`src/rtl/csa_accum_ctrl.sv`:
```
// Multi-operand accumulator: carry-save accumulation per operand,
// one carry-propagate resolve step, result held until consumed.
module csa_accum_ctrl #(
  parameter int W     = 4,
  parameter int ACC_W = 8
) (
  input  logic             clk,
  input  logic             rst,
  input  logic             start,
  input  logic [3:0]       count,
  input  logic             op_valid,
  input  logic [W-1:0]     op_data,
  output logic             op_ready,
  output logic             res_valid,
  output logic [ACC_W-1:0] res_data,
  input  logic             res_ready,
  output logic             busy
);

  typedef enum logic [1:0] {
    IDLE,
    ACCUM,
    RESOLVE,
    DONE
  } state_t;

  state_t           state;
  state_t           state_n;
  logic [ACC_W-1:0] s;
  logic [ACC_W-1:0] c;
  logic [ACC_W-1:0] x;
  logic [ACC_W-1:0] s_n;
  logic [ACC_W-1:0] c_n;
  logic [ACC_W-1:0] res;
  logic [3:0]       rem;

  assign x   = ACC_W'(op_data);
  assign s_n = s ^ c ^ x;
  // top carry bit drops out; ACC_W >= W+4 guarantees it is zero
  assign c_n = ((s & c) | (s & x) | (c & x)) << 1;

  assign res_data = res;

  always_ff @(posedge clk or posedge rst) begin
    if (rst) state <= IDLE;
    else     state <= state_n;
  end

  always_comb begin
    state_n   = state;
    op_ready  = 1'b0;
    res_valid = 1'b0;
    busy      = 1'b1;
    unique case (state)
      IDLE: begin
        busy = 1'b0;
        if (start)
          state_n = (count != 4'd0) ? ACCUM : RESOLVE;
      end
      ACCUM: begin
        op_ready = 1'b1;
        if (op_valid && rem == 4'd1)
          state_n = RESOLVE;
      end
      RESOLVE: state_n = DONE;
      DONE: begin
        res_valid = 1'b1;
        if (res_ready)
          state_n = IDLE;
      end
      default: state_n = IDLE;
    endcase
  end

  always_ff @(posedge clk or posedge rst) begin
    if (rst) begin
      s   <= '0;
      c   <= '0;
      rem <= '0;
      res <= '0;
    end else begin
      unique case (state)
        IDLE: begin
          if (start) begin
            s   <= '0;
            c   <= '0;
            rem <= count;
          end
        end
        ACCUM: begin
          if (op_valid) begin
            s   <= s_n;
            c   <= c_n;
            rem <= rem - 4'd1;
          end
        end
        RESOLVE: res <= s + c;
        default: ;
      endcase
    end
  end

endmodule

```
`config.mk`:
```
export PLATFORM = sky130hd
export DESIGN_NAME = csa_accum_ctrl
export DESIGN_NICKNAME = d
export VERILOG_FILES = /design/src/rtl/csa_accum_ctrl.sv
export SDC_FILE = /design/constraint.sdc
export NUM_CORES = 1
export LEC_CHECK = 0
export CAP_MARGIN = 30
export CELL_PAD_IN_SITES_DETAIL_PLACEMENT = 2
export CELL_PAD_IN_SITES_GLOBAL_PLACEMENT = 2
export CORE_ASPECT_RATIO = 0.6
export CORE_MARGIN = 2
export CORE_UTILIZATION = 37
export DETAILED_ROUTE_END_ITERATION = 6
export GPL_ROUTABILITY_DRIVEN = 0
export PLACE_DENSITY = 0.9
export SLEW_MARGIN = 20
export SYNTH_ARGS = -nofsm -noshare
export SYNTH_HDL_FRONTEND = slang
export SYNTH_SLANG_ARGS = --single-unit
```
`constraint.sdc`:
```
create_clock -name clk -period 3.25 [get_ports clk]
set_input_delay 0.65 -clock clk [delete_from_list [all_inputs] [get_ports clk]]
set_output_delay 0.65 -clock clk [all_outputs]
set_load 0.005 [all_outputs]
```
After elaboration in Yosys (flattened, before gate mapping)

Cells that the tools add are included.
W data, S select, Z words.

Input bits: 13
Output and inout port bits: 11
Bits in registers: 30
Word-level logic and storage cells: 44

Bitwise logic cells: 7
Eq/ne operators: 8
Add/subtract/negate cells: 2
Muxes and demuxes: 16
Reductions and logical operators: 6

Operators by type and width:

| operator              | count |
|---|---|
| $pmux W8 S2           | 2 |
| $mux W8               | 3 |
| $and A7 B4 Y7         | 2 |
| $or A7 B7 Y7          | 2 |
| $add A8 B8 Y8         | 1 |
| $mux W2               | 4 |
| $mux W4               | 2 |
| $ne A2 B2 Y1 const B  | 4 |
| $pmux W2 S4           | 1 |
| $pmux W4 S2           | 1 |
| $xor A8 B4 Y8         | 1 |
| $xor A8 B8 Y8         | 1 |
| $and A7 B7 Y7         | 1 |
| $reduce_and A3 Y1     | 2 |
| $eq A2 B2 Y1 const B  | 2 |
| $eq A4 B1 Y1 const B  | 1 |
| $reduce_bool A4 Y1    | 1 |
| $sub A4 B1 Y4 const B | 1 |
| $mux W1               | 3 |
| $eq A2 B1 Y1 const B  | 1 |
| $logic_not A2 Y1      | 1 |
| $reduce_bool A2 Y1    | 1 |
| $logic_and A1 B1 Y1   | 1 |

Depth between registers and ports, before layout

Gate-level depths: netlist of the first run.

Depth in word-level cells: 5
Gate-level depth with buffers: 9
Depth with buffers taken out: 7

Least setup slack after synthesis of the first run

No wires, ideal clock.

Path type: register to register
Start point: register state[1]
End point: register c[4]
Data required time: 3118 ps
Path buffers: 2
Path slack: 1629 ps
Stages on the path, launching flop included: 8
Clock period less this slack: 1621 ps
Setup time: 132 ps
Data arrival time: 1489 ps
Cell sequence: dfrtp_1 inv_1 ha_1 buf_4 mux2i_1 or2_1 clkbuf_1 o21ai_1

Word-level cells in the longest chain between the ends: 3
Elaborated cells between the ends (all ways): 7
Those cells by class: eq/ne (3); mux (1); reduce/logical (3)

Ends and longest elaborated chain:

| what                                                                | RTL line | source |
|---|---|---|
| start, declared                                                     | 27       | `state_t state;` |
| start signal, assigned                                              | 46       | `else state <= state_n;` |
| $eq A2 B1 Y1 or $logic_not A2 Y1 (tied branches)                    | 82       | `unique case (state)` |
| $ne A2 B2 Y1 (no source line) or $reduce_bool A2 Y1 (tied branches) | -        |  |
| $reduce_and A3 Y1 (no source line)                                  | -        |  |
| end signal, assigned                                                | 93       | `c <= c_n;` |
| end, declared                                                       | 30       | `logic [ACC_W-1:0] c;` |

Several ways; a longest one is shown, not always the timed one.
A chain may end at the register's enable or synchronous reset.

Worst setup path in the final report of the first run

Start point: register state[1]
End point: output op_ready

Word-level cells in the longest chain between the ends: 2

Ends and longest elaborated chain:

| what          | RTL line | source |
|---|---|---|
| $eq A2 B1 Y1  | 54       | `unique case (state)` |
| $mux W1       | 54       |  |
| end, declared | 13       | `output logic op_ready,` |

Every way passes these cells.

==> results of run 1 <==
==> worst paths after layout <==
check,startpoint,end,slack [ns],cells past startpoint
setup / recovery,state[1],op_ready,0.62,3
hold / removal,s[6],s[6],0.50,2
hold reg to reg,s[6],s[6],0.50,2
max in group asynchronous,rst,res_data[1],2.21,3
setup reg to reg,state[1],c[4],0.65,7
min in group asynchronous,rst,s[6],0.74,3
==> logic make-up (layout without fill, tap and decap cells) <==
group	count (synthesis)	count (layout)	share of synthesized area, %
AND/OR/NAND/NOR	51	51	13.2
AO/OA/AOI/OAI	44	44	16.6
flip-flops	29	29	41.9
buffers and inverters	20	46	5.86
adder cells (fa/ha/maj)	18	18	14.8
multiplexers	9	9	5.64
XOR/XNOR	4	4	2.02
==> flip-flops by register name, indices dropped and copies added (netlist names) <==
register and flops:
c 7, state 2, res_data 8, rem 4
s 8
==> synth_stat cells (all sizes together) <==
master    n
and3      1
o21ai    21
a211oi    1
ha       14
a2bb2oi   1
buf       4
nor2b     3
nor2      4
o22a      2
o211ai    3
a21o      1
nor4      1
nand4bb   1
nand2    33
xnor2     3
xor2      1
mux2      6
o21bai    1
a21oi     7
a221oi    1
inv      12
mux2i     3
nor3      2
a2111oi   1
fa        4
nand2b    3
a22o      1
dfrtp    29
o31ai     2
or3       1
or2       2
clkbuf    4
o21a      2
==> worst min-delay path, cell delays in order, from the launching register on <==
cell and delay (ns):
dfrtp_1 0.35, nand2_1 0.05, o21ai_1 0.06
==> final cells by class <==
class                      instances  share of cell area (%)
sequential                        29                    34.6
inverter                          12                    2.15
tap                               63                    3.75
timing repair buffer              27                    12.4
multi-input combinational        126                    43.0
clock buffer                       7                    4.11
==> report_power, final <==
part	internal (uW)	switching [uW]
registers	459	84.3
clock network	168	138
logic	354	458
==> placed cells by master, fill, tap and decap left out, types with 2 or more instances in the layout <==
master / n
nor3_1: 2
nor2_1: 4
o31ai_1: 2
o21ai_2: 4
o21ai_1: 12
nand2b_1: 3
ha_1: 14
mux2_2: 6
nor2b_1: 3
o21a_1: 2
o22a_1: 2
fa_1: 4
buf_4: 4
mux2i_1: 3
dfrtp_1: 29
clkdlybuf4s50_1: 23
inv_1: 12
xnor2_1: 3
nand2_1: 33
a21oi_1: 6
o211ai_1: 3
clkbuf_8: 6
o21ai_0: 5
==> routing by layer <==
| metal | wire (um) | vias up | part of all wire, % |
|---|---|---|---|
| li1 | - | 643 | - |
| met1 | 2170 | 674 | 44 |
| met2 | 2470 | 23 | 51 |
| met3 | 171 | 9 | 3.5 |
| met4 | 72 | 0 | 1.5 |
| met5 | 0 | - | 0 |
==> metrics by stage <==
step           power (uW)  hold WS, ns  instances
2_1_floorplan        1100        0.459        175
3_3_place_gp         1270        0.474        257
3_5_place_dp         1360        0.487        257
4_1_cts              1690        0.501        264
5_1_grt              1800        0.537        264
6_report             1660        0.498        264
==> impl_metrics.ini, run 1 <==
[placed_design]
port_buffers = 23
dp.final_hpwl_mm = 3.49
pre_cts_ws_ns = 0.710
dpl_cell_area_um2 = 2010

[run]
cap_viol_max_count = 0

[global_route]
grt_max_degree = 30
antenna_found_initial = 0
grt_use_met3_pct = 4.89
grt_pass1_wl_mm = 8.42
grt_pass1_vias = 1575
grt_util_all_layers_pct = 21.4
grt.overflow.total = 0
groute.layer.met1.usage_pct = 26.5
grt_util_met2_pct = 37.8
grt.busiest_layer = met2

[finish]
multi_input_area_um2 = 903
fill_cells = 498
register_area_um2 = 726
final_cell_area_um2 = 2100
syn_to_final_growth_pct = 21.3
post-route-util_pct = 46.2
diodes = 0
fin_nets = 232
drive_gt1_share_pct = 10.9

[clock_tree]
cts.root.buffer_cell = clkbuf_8
cts_setup_buffers = 0
cts.path.max_buffers = 2
path_clk_slew_ns = 0.06
post_cts_resized = 0
cts_hold_buffers = 0
cts_made_buffers = 5
h-tree-depth = 2
cts_tree = yes
cts_num_sinks = 29
clk_latency_ns = 0.28

[pwr]
powerDensity_nw_per_um2 = 791
p_leak_uw = 0.000934
peakVddDrop_v = 0.000315

[sta]
fin_tns_setup_ns = 0
final_hold_viol_count = 0
setup-violations-final = 0
tightest_slew_ns = 0.800
slew_viol_final = 0
period_minus_slack_ns = 2.63
clock.fmax_mhz = 380
finClkSkew_ns = 0.00463
timing.final.crit_share_pct = 80.9
worst_slack_ns = 0.622
maxSlewHeadroom_pct = 46.7
rsz0062_at_grt = no

[synthesis]
syn_inst = 175
yosysTopAreaCell = dfrtp_1
synth_nets = 206
postSynthAreaPerCell_um2 = 9.89
ys_top_cells_by_area = dfrtp_1 (42%), ha_1 (10%), nand2_1 (7.2%), fa_1 (4.6%), mux2_2 (3.9%)
yosys_warnings = 0
yosysTopAreaCellShare_pct = 41.9
ys_seq_elements = 29
syn-cell-area_um2 = 1730
ys_seq_area_share_pct = 41.9
ys_types = 38

[detailed_routing]
ant_nets = 0
drt-initial-drc-count = 37
routedWlPerCell_um = 18.5
routed_wl_mm = 4.89
firstDrtPassIters = 4
num_vias = 1349
drc = 0
viasPerCell = 5.11

[critical_path]
path_delay_family = buffers and inverters
max_stage_delay_ns = 0.62
path_cells = inv_1 > ha_1 > clkdlybuf4s50_1
path_max_fanout = 13
path_buf_inv = 2
crit_type = reg2out
cp.arrival_ns = 1.98
cp-end-kind = output pin
worst_setup_path_start_kind = flip-flop
worstPathRequired_ns = 2.60
cp_slowest_cell = clkdlybuf4s50_1

[floorplanning]
io_pins = 24
dieArea_um2 = 5260
coreArea_um2 = 4540
die_w_um = 92.3
initial_core_util_pct = 38.1
rows = 19
die_h_um = 57.0

[run_status]
status = complete, no violations

[min_path]
hold_path.class = reg2reg
Power figures use the tool's default switching activity.
==> inputs of run 2 (changes only) <==
--- a/config.mk
+++ b/config.mk
@@ -10,10 +10,10 @@
 export CELL_PAD_IN_SITES_GLOBAL_PLACEMENT = 2
 export CORE_ASPECT_RATIO = 0.6
 export CORE_MARGIN = 2
-export CORE_UTILIZATION = 37
+export CORE_UTILIZATION = 31
 export DETAILED_ROUTE_END_ITERATION = 6
 export GPL_ROUTABILITY_DRIVEN = 0
-export PLACE_DENSITY = 0.9
+export PLACE_DENSITY = 0.81
 export SLEW_MARGIN = 20
 export SYNTH_ARGS = -nofsm -noshare
 export SYNTH_HDL_FRONTEND = slang
==> constraint.sdc (replaced) <==
create_clock -name clk -period 2.3 [get_ports clk]
set_input_delay 0.46 -clock clk [delete_from_list [all_inputs] [get_ports clk]]
set_output_delay 0.46 -clock clk [all_outputs]
set_load 0.005 [all_outputs]
==> run 2 against run 1 <==
Net effect:
- clock power is 41% higher
- critical path depth is 1 higher
- worst setup slack worse by 0.50 ns
- sequential share of layout area is 0.53 points lower
- cell count is 2.3% higher
- register-to-register slack worse by 0.35 ns
- die area is 18% higher
- first-iteration DRC count is 8.1% lower
- final area is 1.5% higher
- count of clock-buffer cells in the layout stayed put
- sequential cell count stayed put
==> impl_metrics.ini, run 2 (synthesized netlist as in run 1, its figures left out) <==
[placed_design]
dpl_cell_area_um2 = 2020
port_buffers = 23
dp.final_hpwl_mm = 3.37

[finish]
mostFrequentLayoutCell = nand2_1
post-route-util_pct = 38.8
fill_cells = 598
final_cell_area_um2 = 2130
syn_to_final_growth_pct = 23.2
layout_common_cells = nand2_1 (33), dfrtp_1 (29), clkdlybuf4s50_1 (23)
drive_gt1_share_pct = 11.9
diodes = 0
fin_nets = 232

[critical_path]
path_buf_inv = 3
path_max_fanout = 24
path_delay_family = buffers and inverters
max_stage_delay_ns = 0.52
path_cells = inv_1 > ha_4 > buf_12 > clkdlybuf4s50_1
crit_type = reg2out
cp-end-kind = output pin
worstPathRequired_ns = 1.84
worst_setup_path_start_kind = flip-flop
cp.arrival_ns = 1.72
cp_slowest_cell = clkdlybuf4s50_1

[run]
cap_viol_max_count = 0

[global_route]
grt_max_degree = 30
grt_pass1_vias = 1455
grt.overflow.total = 0
antenna_found_initial = 0
grt_util_all_layers_pct = 16.5
grt_pass1_wl_mm = 7.47

[sta]
rsz0062_at_grt = no
tightest_slew_ns = 0.563
slew_viol_final = 0
period_minus_slack_ns = 2.18
maxSlewHeadroom_pct = 62.1
whs_ns = 0.488
timing.final.crit_share_pct = 94.8
finClkSkew_ns = 0.00533
setup-violations-final = 0
final_hold_viol_count = 0
clock.fmax_mhz = 459

[detailed_routing]
routedWlPerCell_um = 16.2
ant_nets = 0
viasPerCell = 4.96
num_vias = 1340
firstDrtPassIters = 4
drc = 0
routed_wl_mm = 4.37
drt-initial-drc-count = 34

[clock_tree]
clk_latency_ns = 0.29
cts_num_sinks = 29
path_clk_slew_ns = 0.06
cts_setup_buffers = 0
cts.path.max_buffers = 2
cts_tree = yes
cts_made_buffers = 5
h-tree-depth = 2
cts.root.buffer_cell = clkbuf_8
cts_hold_buffers = 0

[min_path]
hold_path.class = reg2reg

[floorplanning]
io_pins = 24
die_h_um = 61.9
rows = 21
initial_core_util_pct = 31.5
coreArea_um2 = 5490
die_w_um = 100
dieArea_um2 = 6220

[pwr]
peakVddDrop_v = 0.000426
powerDensity_nw_per_um2 = 1100
p_leak_uw = 0.000939

[run_status]
status = complete, no violations
-- run 2: cell counts in the layout (fill, tap and decap cells not counted) --
Identical to the previous run, type by type.
-- run 2: path summary, 6_finish.rpt --
path	startpoint	to	slack, ns	cells after the start
max	state[1]	op_ready	0.12	4
min reg2reg	res_data[5]	res_data[5]	0.49	2
max in group asynchronous	rst	c[7]	1.47	3
max reg2reg	state[0]	c[4]	0.30	7
min in group asynchronous	rst	s[0]	0.55	3
min	res_data[5]	res_data[5]	0.49	2
-- run 2: worst reg2reg max path: cells and delay by family, from the launching register on --
kind            cells  cell delay (ns)
compound gates      1             0.08
fa+ha+maj           1             0.21
buf+inv             2             0.47
flops               1             0.44
simple gates        3             0.72
-- run 2: area by class of cell --
cell class / count / area (um^2) / share of cell area (%)
Sequential cell: 29 / 726 / 34.0
Clock buffer: 7 / 86.3 / 4.05
Multi-Input combinational cell: 126 / 916 / 43.0
Tap cell: 69 / 86.3 / 4.05
Inverter: 12 / 45.0 / 2.11
Timing Repair Buffer: 27 / 273 / 12.8
-- run 2: through the flow --
step / instances / setup WS (ns) / TNS [ns] / total power (uW)
global route: 270 / 0.0276 / 0 / 2580
floorplan: 175 / 0.679 / 0 / 1560
global placement: 263 / 0.169 / 0 / 1830
finish: 270 / 0.119 / 0 / 2350
CTS: 270 / 0.0255 / 0 / 2370
detailed placement: 263 / -0.0136 / -0.0139 / 1900
-- run 2: routing by layer --
layer  part of all wire, %  global-route usage [%]  wire length, um
met5                     0                       0                0
met4                   2.1                    8.22               90
met3                   2.5                    3.80              108
met2                    44                    25.2             1910
met1                    52                    22.6             2260
-- run 2: timing repair --
item                       CTS  global route
setup endpoints to repair    1            12
gates resized for setup      3             3
hold endpoints to repair     0             0
-- run 2: report_power, final --
part           total [uW]  internal [uW]  switching (uW)
Sequential            774            649             125
Clock                 430            237             193
Combinational        1150            526             625
Total                2350           1410             943
==> inputs of run 3 (changes only) <==
--- a/config.mk
+++ b/config.mk
@@ -11,9 +11,10 @@
 export CORE_ASPECT_RATIO = 0.6
 export CORE_MARGIN = 2
 export CORE_UTILIZATION = 31
+export CTS_CLUSTER_SIZE = 40
 export DETAILED_ROUTE_END_ITERATION = 6
 export GPL_ROUTABILITY_DRIVEN = 0
-export PLACE_DENSITY = 0.81
+export PLACE_DENSITY_LB_ADDON = 0.1
 export SLEW_MARGIN = 20
 export SYNTH_ARGS = -nofsm -noshare
 export SYNTH_HDL_FRONTEND = slang
==> run 3 against run 2 <==
Net effect:
- via count shrank 0.45%
- routed wire length fell by 0.96%
- sequential share of layout area up 0.28 points
- cell count up 0.37%
- utilization is 0.32 points lower
- first-iteration DRC count up 5.9%
- count of clock-buffer cells in the layout stayed put
- worst setup slack improved by 0.11 ns
- critical path depth shrank 1
- largest cell class unchanged
==> impl_metrics.ini, run 3 (synthesized netlist as in run 1, its figures left out) <==
[run_status]
status = complete, no violations

[critical_path]
path_delay_family = buffers and inverters
cp.depth = 3
max_stage_delay_ns = 0.54
endpoint = op_ready
cp.arrival_ns = 1.61
worstPathRequired_ns = 1.84
r2r_slack_ns = 0.31
r2r-start = state[1]
path_buf_inv = 2
path_cells = inv_1 > ha_1 > clkdlybuf4s50_1
path_max_fanout = 4
worstReg2RegEnd = s[7]
cp_slowest_cell = clkdlybuf4s50_1
worst_setup_path_start_kind = flip-flop
cp-end-kind = output pin
crit_path_start = state[1]
crit_type = reg2out
r2r.worst_path.cells = 7

[pwr]
p_leak_uw = 0.000939
peakVddDrop_v = 0.000357
power_uw = 2330
powerDensity_nw_per_um2 = 1100

[global_route]
grt_util_all_layers_pct = 16.1
grt.overflow.total = 0
groute.layer.met1.usage_pct = 20.7
grt_pass1_vias = 1457
grt_use_met3_pct = 4.14
antenna_found_initial = 0
grt_pass1_wl_mm = 7.55
grt_max_degree = 39
grt_util_met2_pct = 27.8
grt.busiest_layer = met2

[min_path]
hold_path.class = reg2reg

[sta]
period_minus_slack_ns = 2.07
timing.final.crit_share_pct = 90.2
tightest_slew_ns = 0.567
maxSlewHeadroom_pct = 61.9
setup-violations-final = 0
rsz0062_at_grt = no
final_hold_viol_count = 0
worst_slack_ns = 0.226
slew_viol_final = 0
whs_ns = 0.495
fin_tns_setup_ns = 0
clock.fmax_mhz = 482
finClkSkew_ns = 0.00426

[detailed_routing]
drc = 0
viasPerCell = 4.92
routed_wl_mm = 4.33
drt-initial-drc-count = 36
ant_nets = 0
num_vias = 1334
firstDrtPassIters = 3
routedWlPerCell_um = 16.0

[clock_tree]
cts_hold_buffers = 0
cts_num_sinks = 29
h-tree-depth = 2
cts_tree = yes
cts.path.max_buffers = 2
cts_setup_buffers = 0
cts.root.buffer_cell = clkbuf_8
path_clk_slew_ns = 0.06
clk_latency_ns = 0.28
cts_made_buffers = 5
post_cts_resized = 0

[placed_design]
port_buffers = 23
dpl_cell_area_um2 = 2030
dp.final_hpwl_mm = 3.40
pre_cts_ws_ns = 0.236

[floorplanning]
initial_core_util_pct = 31.5
coreArea_um2 = 5490
rows = 21
die_h_um = 61.9
die_w_um = 100
io_pins = 24
dieArea_um2 = 6220

[finish]
mostFrequentLayoutCell = nand2_1
drive_gt1_share_pct = 11.4
final_cell_area_um2 = 2110
diodes = 0
syn_to_final_growth_pct = 22.2
fin_nets = 233
layout_common_cells = nand2_1 (33), dfrtp_1 (29), clkdlybuf4s50_1 (23)
fill_cells = 599

[run]
cap_viol_max_count = 0
-- run 3: changes by cell type in the layout (fill, tap and decap cells not counted), sizes merged --
cell  previous run  this run
buf              4         5
-- run 3: report_power, final --
group,leakage [uW],internal [uW],total [uW],switching [uW]
Clock,0.0000443,237,424,187
Combinational,0.000511,504,1140,638
Sequential,0.000384,649,760,111
-- run 3: stage by stage --
step / util [%] / std cells
final: 38.5 / 271
after CTS: 38.5 / 271
after detailed placement: 36.9 / 264
after floorplan: - / 175
after global routing: 38.5 / 271
after global placement: 36.9 / 264
-- run 3: worst register-to-register path, delay by kind of cell (launching register included) --
kind / cells / cell delay, ns
adder cells (fa/ha/maj): 1 / 0.28
multiplexers: 1 / 0.25
AO/OA/AOI/OAI: 2 / 0.33
flip-flops: 1 / 0.40
AND/OR/NAND/NOR: 1 / 0.13
buffers and inverters: 2 / 0.49
-- run 3: worst min path at each step --
stage                      startpoint           to  depth (start not counted)
after floorplan                  s[4]         s[4]                          2
after global placement           s[6]         s[6]                          2
after detailed placement  res_data[5]  res_data[5]                          2
after CTS                 res_data[5]  res_data[5]                          2
after global routing      res_data[5]  res_data[5]                          2
final                     res_data[5]  res_data[5]                          2
-- run 3: cell type report --
type / instances / area [um^2] / share of cell area (%)
clock buffer: 7 / 86.3 / 4.08
inverter: 12 / 45.0 / 2.13
multi-input combinational: 126 / 903 / 42.7
sequential: 29 / 726 / 34.3
tap: 69 / 86.3 / 4.08
timing repair buffer: 28 / 268 / 12.7
-- run 3: metal layers --
layer	wire [um]	up-vias
li1	-	646
met1	2130	669
met4	39	0
met2	2060	14
met3	104	5
met5	0	-
